$ cat src/rtl/rv_pkg.sv
// Shared RV32M definitions for the EX-stage multiply/divide unit:
// funct3 encodings, iteration FSM states and the default word width.
package rv_pkg;

   localparam int XLEN_DEF = 32;

   localparam logic [2:0] OP_MUL    = 3'd0;
   localparam logic [2:0] OP_MULH   = 3'd1;
   localparam logic [2:0] OP_MULHSU = 3'd2;
   localparam logic [2:0] OP_MULHU  = 3'd3;
   localparam logic [2:0] OP_DIV    = 3'd4;
   localparam logic [2:0] OP_DIVU   = 3'd5;
   localparam logic [2:0] OP_REM    = 3'd6;
   localparam logic [2:0] OP_REMU   = 3'd7;

   typedef enum logic [1:0] {
      ST_IDLE = 2'd0,
      ST_CALC = 2'd1,
      ST_DONE = 2'd2
   } state_t;

endpackage

$ cat src/rtl/muldiv_iter_step.sv
// One CALC cycle of the iterative datapath: UNROLL chained single-bit
// shift-add (multiply) or restoring-subtract (divide) stages.
module muldiv_iter_step
   import rv_pkg::*;
#(
   parameter int XLEN   = XLEN_DEF,
   parameter int UNROLL = 1
) (
   input  logic            is_div,
   input  logic [XLEN-1:0] hi,
   input  logic [XLEN-1:0] lo,
   input  logic [XLEN-1:0] opb,
   output logic [XLEN-1:0] hi_next,
   output logic [XLEN-1:0] lo_next
);

   for (genvar g = 0; g < UNROLL; g++) begin : g_bit
      logic [XLEN-1:0] hi_in_s;
      logic [XLEN-1:0] lo_in_s;
      logic [XLEN-1:0] hi_out_s;
      logic [XLEN-1:0] lo_out_s;
      logic [XLEN:0]   add_s;
      logic [XLEN:0]   shl_s;
      logic            ge_s;
      logic [XLEN-1:0] diff_s;

      if (g == 0) begin : g_head
         assign hi_in_s = hi;
         assign lo_in_s = lo;
      end else begin : g_link
         assign hi_in_s = g_bit[g-1].hi_out_s;
         assign lo_in_s = g_bit[g-1].lo_out_s;
      end

      // hi:lo is {partial product, multiplier} for multiply, {remainder, dividend} for divide
      assign add_s  = {1'b0, hi_in_s} + (lo_in_s[0] ? {1'b0, opb} : {(XLEN+1){1'b0}});
      assign shl_s  = {hi_in_s, lo_in_s[XLEN-1]};
      assign ge_s   = ({1'b0, opb} <= shl_s);
      assign diff_s = shl_s[XLEN-1:0] - opb;

      // Select the multiply or divide update for this bit
      always_comb begin
         if (is_div) begin
            hi_out_s = ge_s ? diff_s : shl_s[XLEN-1:0];
            lo_out_s = {lo_in_s[XLEN-2:0], ge_s};
         end else begin
            hi_out_s = add_s[XLEN:1];
            lo_out_s = {add_s[0], lo_in_s[XLEN-1:1]};
         end
      end
   end

   assign hi_next = g_bit[UNROLL-1].hi_out_s;
   assign lo_next = g_bit[UNROLL-1].lo_out_s;

endmodule

$ cat src/rtl/ex_muldiv_unit.sv
// Iterative RV32M multiply/divide unit beside the EX-stage ALU: captures an
// M-op, stalls the pipeline while iterating, then presents result/rd for one cycle.
module ex_muldiv_unit
   import rv_pkg::*;
#(
   parameter int XLEN   = XLEN_DEF,
   parameter int UNROLL = 1
) (
   input  logic            clk,
   input  logic            rst,
   input  logic            start_i,
   input  logic [2:0]      op_i,
   input  logic [XLEN-1:0] rs1_i,
   input  logic [XLEN-1:0] rs2_i,
   input  logic [4:0]      rd_i,
   input  logic            flush_i,
   output logic            stall_o,
   output logic            done_o,
   output logic [XLEN-1:0] result_o,
   output logic [4:0]      rd_o
);

   localparam int ITER = XLEN / UNROLL;
   localparam int CW   = $clog2(ITER);
   localparam logic [CW-1:0]   CNT_LAST = CW'(ITER - 1);
   localparam logic [XLEN-1:0] MIN_NEG  = {1'b1, {(XLEN-1){1'b0}}};

   state_t          state_r;
   state_t          state_n_s;
   logic [2:0]      op_r;
   logic [4:0]      rd_r;
   logic [XLEN-1:0] b_r;
   logic [XLEN-1:0] hi_r;
   logic [XLEN-1:0] lo_r;
   logic            neg_q_r;
   logic            neg_r_r;
   logic [CW-1:0]   cnt_r;
   logic [XLEN-1:0] result_r;
   logic [4:0]      rd_out_r;
   logic            done_r;

   logic            accept_s;
   logic            last_s;
   logic            a_signed_s;
   logic            b_signed_s;
   logic            a_neg_s;
   logic            b_neg_s;
   logic [XLEN-1:0] a_mag_s;
   logic [XLEN-1:0] b_mag_s;
   logic            div_zero_s;
   logic            div_ovf_s;
   logic            special_s;
   logic [XLEN-1:0] special_res_s;
   logic [XLEN-1:0] step_hi_s;
   logic [XLEN-1:0] step_lo_s;
   logic [2*XLEN-1:0] prod_s;
   logic [2*XLEN-1:0] prod_fix_s;
   logic [XLEN-1:0] quo_fix_s;
   logic [XLEN-1:0] rem_fix_s;
   logic [XLEN-1:0] final_res_s;

   assign accept_s = start_i & ~flush_i;
   assign last_s   = (cnt_r == CNT_LAST);
   assign stall_o  = ((state_r == ST_IDLE) & accept_s) | (state_r == ST_CALC);
   assign done_o   = done_r & ~flush_i;
   assign result_o = result_r;
   assign rd_o     = rd_out_r;

   // Operand signedness, magnitudes and RISC-V divide special cases
   always_comb begin
      a_signed_s = 1'b0;
      b_signed_s = 1'b0;
      case (op_i)
         OP_MULH, OP_DIV, OP_REM: begin
            a_signed_s = 1'b1;
            b_signed_s = 1'b1;
         end
         OP_MULHSU: a_signed_s = 1'b1;
         default: begin
            a_signed_s = 1'b0;
            b_signed_s = 1'b0;
         end
      endcase
      a_neg_s = a_signed_s & rs1_i[XLEN-1];
      b_neg_s = b_signed_s & rs2_i[XLEN-1];
      if (a_neg_s) a_mag_s = -rs1_i;
      else         a_mag_s = rs1_i;
      if (b_neg_s) b_mag_s = -rs2_i;
      else         b_mag_s = rs2_i;
      div_zero_s = op_i[2] & (rs2_i == {XLEN{1'b0}});
      div_ovf_s  = op_i[2] & ~op_i[0] & (rs1_i == MIN_NEG) & (rs2_i == {XLEN{1'b1}});
      special_s  = div_zero_s | div_ovf_s;
      // op_i[1] separates REM/REMU from DIV/DIVU
      if (div_zero_s) begin
         special_res_s = op_i[1] ? rs1_i : {XLEN{1'b1}};
      end else if (div_ovf_s) begin
         special_res_s = op_i[1] ? {XLEN{1'b0}} : MIN_NEG;
      end else begin
         special_res_s = {XLEN{1'b0}};
      end
   end

   muldiv_iter_step #(
      .XLEN   (XLEN),
      .UNROLL (UNROLL)
   ) u_step (
      .is_div  (op_r[2]),
      .hi      (hi_r),
      .lo      (lo_r),
      .opb     (b_r),
      .hi_next (step_hi_s),
      .lo_next (step_lo_s)
   );

   // Sign correction and result selection on the final CALC cycle
   always_comb begin
      prod_s = {step_hi_s, step_lo_s};
      if (neg_q_r) begin
         prod_fix_s = -prod_s;
         quo_fix_s  = -step_lo_s;
      end else begin
         prod_fix_s = prod_s;
         quo_fix_s  = step_lo_s;
      end
      if (neg_r_r) rem_fix_s = -step_hi_s;
      else         rem_fix_s = step_hi_s;
      case (op_r)
         OP_MUL:                        final_res_s = prod_fix_s[XLEN-1:0];
         OP_MULH, OP_MULHSU, OP_MULHU:  final_res_s = prod_fix_s[2*XLEN-1:XLEN];
         OP_DIV, OP_DIVU:               final_res_s = quo_fix_s;
         OP_REM, OP_REMU:               final_res_s = rem_fix_s;
         default:                       final_res_s = {XLEN{1'b0}};
      endcase
   end

   // Next-state logic; start_i is ignored in DONE since the stalled op still drives it
   always_comb begin
      state_n_s = state_r;
      case (state_r)
         ST_IDLE: begin
            if (accept_s) state_n_s = special_s ? ST_DONE : ST_CALC;
            else          state_n_s = ST_IDLE;
         end
         ST_CALC: begin
            if (flush_i)     state_n_s = ST_IDLE;
            else if (last_s) state_n_s = ST_DONE;
            else             state_n_s = ST_CALC;
         end
         ST_DONE: state_n_s = ST_IDLE;
         default: state_n_s = ST_IDLE;
      endcase
   end

   // FSM state register
   always_ff @(posedge clk or posedge rst) begin
      if (rst) state_r <= ST_IDLE;
      else     state_r <= state_n_s;
   end

   // Operand capture and iteration accumulators
   always_ff @(posedge clk or posedge rst) begin
      if (rst) begin
         op_r    <= 3'd0;
         rd_r    <= 5'd0;
         b_r     <= {XLEN{1'b0}};
         hi_r    <= {XLEN{1'b0}};
         lo_r    <= {XLEN{1'b0}};
         neg_q_r <= 1'b0;
         neg_r_r <= 1'b0;
         cnt_r   <= {CW{1'b0}};
      end else if ((state_r == ST_IDLE) && accept_s) begin
         op_r    <= op_i;
         rd_r    <= rd_i;
         b_r     <= b_mag_s;
         hi_r    <= {XLEN{1'b0}};
         lo_r    <= a_mag_s;
         neg_q_r <= a_neg_s ^ b_neg_s;
         neg_r_r <= a_neg_s;
         cnt_r   <= {CW{1'b0}};
      end else if ((state_r == ST_CALC) && !flush_i) begin
         hi_r    <= step_hi_s;
         lo_r    <= step_lo_s;
         cnt_r   <= cnt_r + {{(CW-1){1'b0}}, 1'b1};
      end
   end

   // Output registers: loaded on entry to DONE, held otherwise
   always_ff @(posedge clk or posedge rst) begin
      if (rst) begin
         result_r <= {XLEN{1'b0}};
         rd_out_r <= 5'd0;
         done_r   <= 1'b0;
      end else begin
         done_r <= (state_n_s == ST_DONE);
         if ((state_r == ST_IDLE) && accept_s && special_s) begin
            result_r <= special_res_s;
            rd_out_r <= rd_i;
         end else if ((state_r == ST_CALC) && !flush_i && last_s) begin
            result_r <= final_res_s;
            rd_out_r <= rd_r;
         end
      end
   end

endmodule

$ cat config.mk
export PLATFORM = sky130hd
export DESIGN_NAME = ex_muldiv_unit
export DESIGN_NICKNAME = d
export VERILOG_FILES = /design/src/rtl/rv_pkg.sv /design/src/rtl/muldiv_iter_step.sv /design/src/rtl/ex_muldiv_unit.sv
export SDC_FILE = /design/constraint.sdc
export NUM_CORES = 1
export LEC_CHECK = 0
export CORE_ASPECT_RATIO = 1.4
export CORE_MARGIN = 2
export CORE_UTILIZATION = 55
export CTS_BUF_LIST = sky130_fd_sc_hd__clkbuf_16
export DETAILED_ROUTE_END_ITERATION = 6
export MAX_ROUTING_LAYER = met4
export PLACE_DENSITY = 0.72
export SLEW_MARGIN = 0
export SYNTH_ARGS = -nofsm -noshare
export SYNTH_HDL_FRONTEND = slang
export SYNTH_SLANG_ARGS = --single-unit
$ cat constraint.sdc
create_clock -name clk -period 13.75 [get_ports clk]
set_clock_uncertainty 0.05 [all_clocks]
set_input_delay 1.375 -clock clk [delete_from_list [all_inputs] [get_ports clk]]
set_output_delay 1.375 -clock clk [all_outputs]
set_load 0.01 [all_outputs]
==> impl_metrics.json <==
{
  "critical-path-top-delay-family": "simple AND/OR/NAND/NOR gates",
  "critPathRequiredTime_ps": 14070,
  "worst_pin_slew_ps": 1210,
  "startpoint_type": "input port",
  "clockBufferDepth": 2,
  "drc_errors": 0,
  "yosysWarnings": 0,
  "switching_power_mw": 2.18,
  "cts_hold_buf": 0,
  "r2r_start": "hi_r[1]",
  "grt_pass1_wl_um": 98700,
  "crit_chain": "clkdlybuf4s50_1 -> nor4b_2 -> nand4_1 -> nor4_1 -> nand4_1 -> o21ai_0 -> and2_1 -> buf_4 -> nor2_1 -> buf_4 -> inv_1 -> o2bb2ai_1 -> a221oi_1",
  "gp_congestion": 1.06,
  "crit_buf_inv": 4,
  "vdd_drop_max_mv": 0.0948,
  "critical_path.endpoint_type": "register",
  "postCtsResizedCells": 0,
  "dieArea_um2": 30800,
  "synthAdderAreaFrac": 0.0815,
  "synth.area.mux_share": 0.0264,
  "grt-ovfl-total": 0,
  "drt_iter0_drc": 1754,
  "track_usage": 0.431,
  "ys_async_sr_fraction": 1.00,
  "holdPathEnd": "rd_r[0]",
  "netlist_top_cells_area": "dfrtp_1, o21ai_0, ha_1",
  "ys_ff_latch": 151,
  "final_layout_size_suffix_gt1_frac": 0.0474,
  "clk_pin_slew_ps": 80,
  "vias_per_cell": 6.71,
  "synth_simple_gate_area_share": 0.220,
  "dp_cells": 2582,
  "finalCritPeriodShare": 0.434,
  "avgRoutedWirePerCell_um": 24.5,
  "start_util": 0.556,
  "core_area_um2": 29100,
  "wl_um": 64000,
  "numPortBuffers": 114,
  "synth_top_family_by_area": "compound AO/OA/AOI/OAI gates",
  "stdcell_count": 2615,
  "pwr-share-clk": 0.131,
  "dr.pass1.iters": 6,
  "die_y_um": 207,
  "cts_tree": "done",
  "clk_latency_ps": 470,
  "power.density_nw_per_um2": 215,
  "rsz0062_at_grt": "false",
  "die_x_um": 149,
  "r2r_end": "result_o[23]",
  "finalSetupViolations": 0,
  "cap_violations": 0,
  "synth_compound_area_frac": 0.300,
  "hold_viol_final": 0,
  "status": "complete, no violations",
  "min_period_ps": 5960,
  "min-delay-start": "rd_r[0]",
  "seq_power_share": 0.191,
  "internal_power_mw": 1.72,
  "grt_pass1_vias": 16900,
  "slowest_stage": "nor4_1",
  "slowest_delay_ps": 950,
  "synth_nets": 2360,
  "hpwl_um": 49100,
  "syn_area_um2": 16200,
  "slew_violations": 0,
  "synth.avg_cell_area_um2": 7.41,
  "cts_sinks": 151,
  "leakagePower_nw": 7.37,
  "synth_top_cell_area_share": 0.234,
  "root_buffer": "clkbuf_16",
  "antenna_found_initial": 1,
  "reg2reg_slack_ps": 7810,
  "vias": 17500,
  "area_growth_pct": 12.6,
  "synthFlopType": "dfrtp_1",
  "setup_tns_ps": 0,
  "critical_path_depth": 13,
  "whs_path_depth": 2,
  "h-tree-depth": 4,
  "sw_frac_of_total": 0.558,
  "synth_xor_area_frac": 0.0840,
  "num_rows": 74,
  "critical_path_class": "input port to register",
  "yosysTopAreaCell": "dfrtp_1",
  "synth-seq-area-share": 0.234,
  "ant_nets": 0,
  "worst-path-max-fanout": 24,
  "synth_cell_types": 89,
  "fmax_ghz": 0.168,
  "crit_arrival_ps": 6280,
  "comb_power_share": 0.678,
  "r2r_cells": 14,
  "relSlewSlack": 0.186,
  "grt_start_max_net_pins": 85,
  "syn_inst": 2180,
  "num-nets-final": 2401,
  "io-pin-count": 115,
  "cts_buffers": 17,
  "postCtsSetupBuffers": 0,
  "hold_class": "register to register",
  "synth_edf_count": 0
}
metal layers:
metal / routed length, um / up-vias / part of all wire / GRT usage
li1: - / 8056 / - / -
met1: 23600 / 8289 / 0.37 / 0.482
met2: 29900 / 919 / 0.47 / 0.699
met3: 5080 / 281 / 0.079 / 0.0769
met4: 5420 / 0 / 0.085 / 0.301
met5: 0 / - / 0 / -
cell usage after synthesis (14+ instances only):
| cell | instances |
|---|---|
| xor2_1 | 83 |
| mux2i_1 | 37 |
| o21ai_0 | 266 |
| o22ai_1 | 14 |
| nor4_1 | 18 |
| a31oi_1 | 27 |
| o211ai_1 | 43 |
| a221oi_1 | 16 |
| and3_1 | 16 |
| dfrtp_1 | 151 |
| o21a_1 | 25 |
| nand2_1 | 279 |
| a21oi_1 | 165 |
| inv_1 | 105 |
| nor2_1 | 141 |
| clkbuf_1 | 83 |
| o31ai_1 | 31 |
| ha_1 | 102 |
| a211oi_1 | 20 |
| nor3_1 | 62 |
| buf_2 | 22 |
| nand2b_1 | 15 |
| and2_1 | 38 |
| nor2b_1 | 15 |
| nand4_1 | 36 |
| a21o_1 | 23 |
| xnor2_1 | 72 |
| or3_1 | 29 |
| nand3_1 | 30 |
| a22o_1 | 16 |
worst reg2reg max path, delay by kind of cell (launching register included):
kind                       cells  cell delay [ps]
and+or+nand+nor                7             2670
adders and majority gates      1              450
DFF                            1              500
AOI/OAI and AO/OA              5             2000
buffers and inverters          1              210
cells in the final DEF, fill, tap and decap left out, types with 38 or more instances in the layout:
cell type and instances:
a21oi_1 165, and2_1 38, clkdlybuf4s50_1 114, dfrtp_1 150, ha_1 102, inv_1 104, nand2_1 279, nor2_1 140
nor3_1 60, o211ai_1 43, o21ai_0 266, xnor2_1 72, xor2_1 83
power by group through the flow:
stage | combinational, mW | clock, mW | sequential, mW
2_1_floorplan | 1.83 | 0 | 0.644
3_3_place_gp | 2.53 | 0 | 0.738
5_1_grt | 2.85 | 0.529 | 0.758
6_report | 2.65 | 0.511 | 0.745
3_5_place_dp | 2.54 | 0 | 0.742
4_1_cts | 2.57 | 0.512 | 0.735
per-stage QoR:
step / util / power (mW) / setup WS [ps] / hold WS [ps] / cell area [um2]
2_1_floorplan: - / 2.47 / 8260 / 396 / 16200
3_3_place_gp: 0.604 / 3.27 / 7710 / 408 / 17600
3_5_place_dp: 0.604 / 3.29 / 7730 / 412 / 17600
4_1_cts: 0.626 / 3.81 / 8040 / 432 / 18200
5_1_grt: 0.626 / 4.14 / 7540 / 461 / 18200
6_report: 0.626 / 3.90 / 7790 / 432 / 18200
how the worst max path moves through the flow:
stage                   start           end  slack [ps]
detailed placement  rs1_i[28]   result_o[9]        7730
CTS                   hi_r[4]  result_o[23]        8040
finish              rs1_i[31]   result_o[9]        7790
global route          lo_r[0]  result_o[29]        7540
global placement    rs1_i[31]   result_o[9]        7710
floorplan                 rst        b_r[0]        8260
registers in the layout, indices dropped and copies added (netlist names):
register / flops
cnt_r: 5
lo_r: 32
state_r: 2
op_r: 3
rd_o: 5
neg_q_r: 1
hi_r: 32
rd_r: 5
b_r: 32
done_r: 1
neg_r_r: 1
result_o: 32
cell families (layout without fill, tap and decap cells):
group,after synthesis,in the layout
other,0,1
AO/OA/AOI/OAI,765,765
adder cells (fa/ha/maj),104,104
flip-flops,151,151
XOR/XNOR,155,155
AND/OR/NAND/NOR,737,737
buffers and inverters,226,280
multiplexers,42,42
final cells by class:
class,instances,area [um2]
inverter,106,403
clock inverter,15,205
timing repair buffer,142,1350
tap,380,475
sequential,151,3780
fill,2657,10900
clock buffer,17,425
antenna,1,2.50
multi-input combinational,1803,11500
Power figures use the tool's default switching activity.
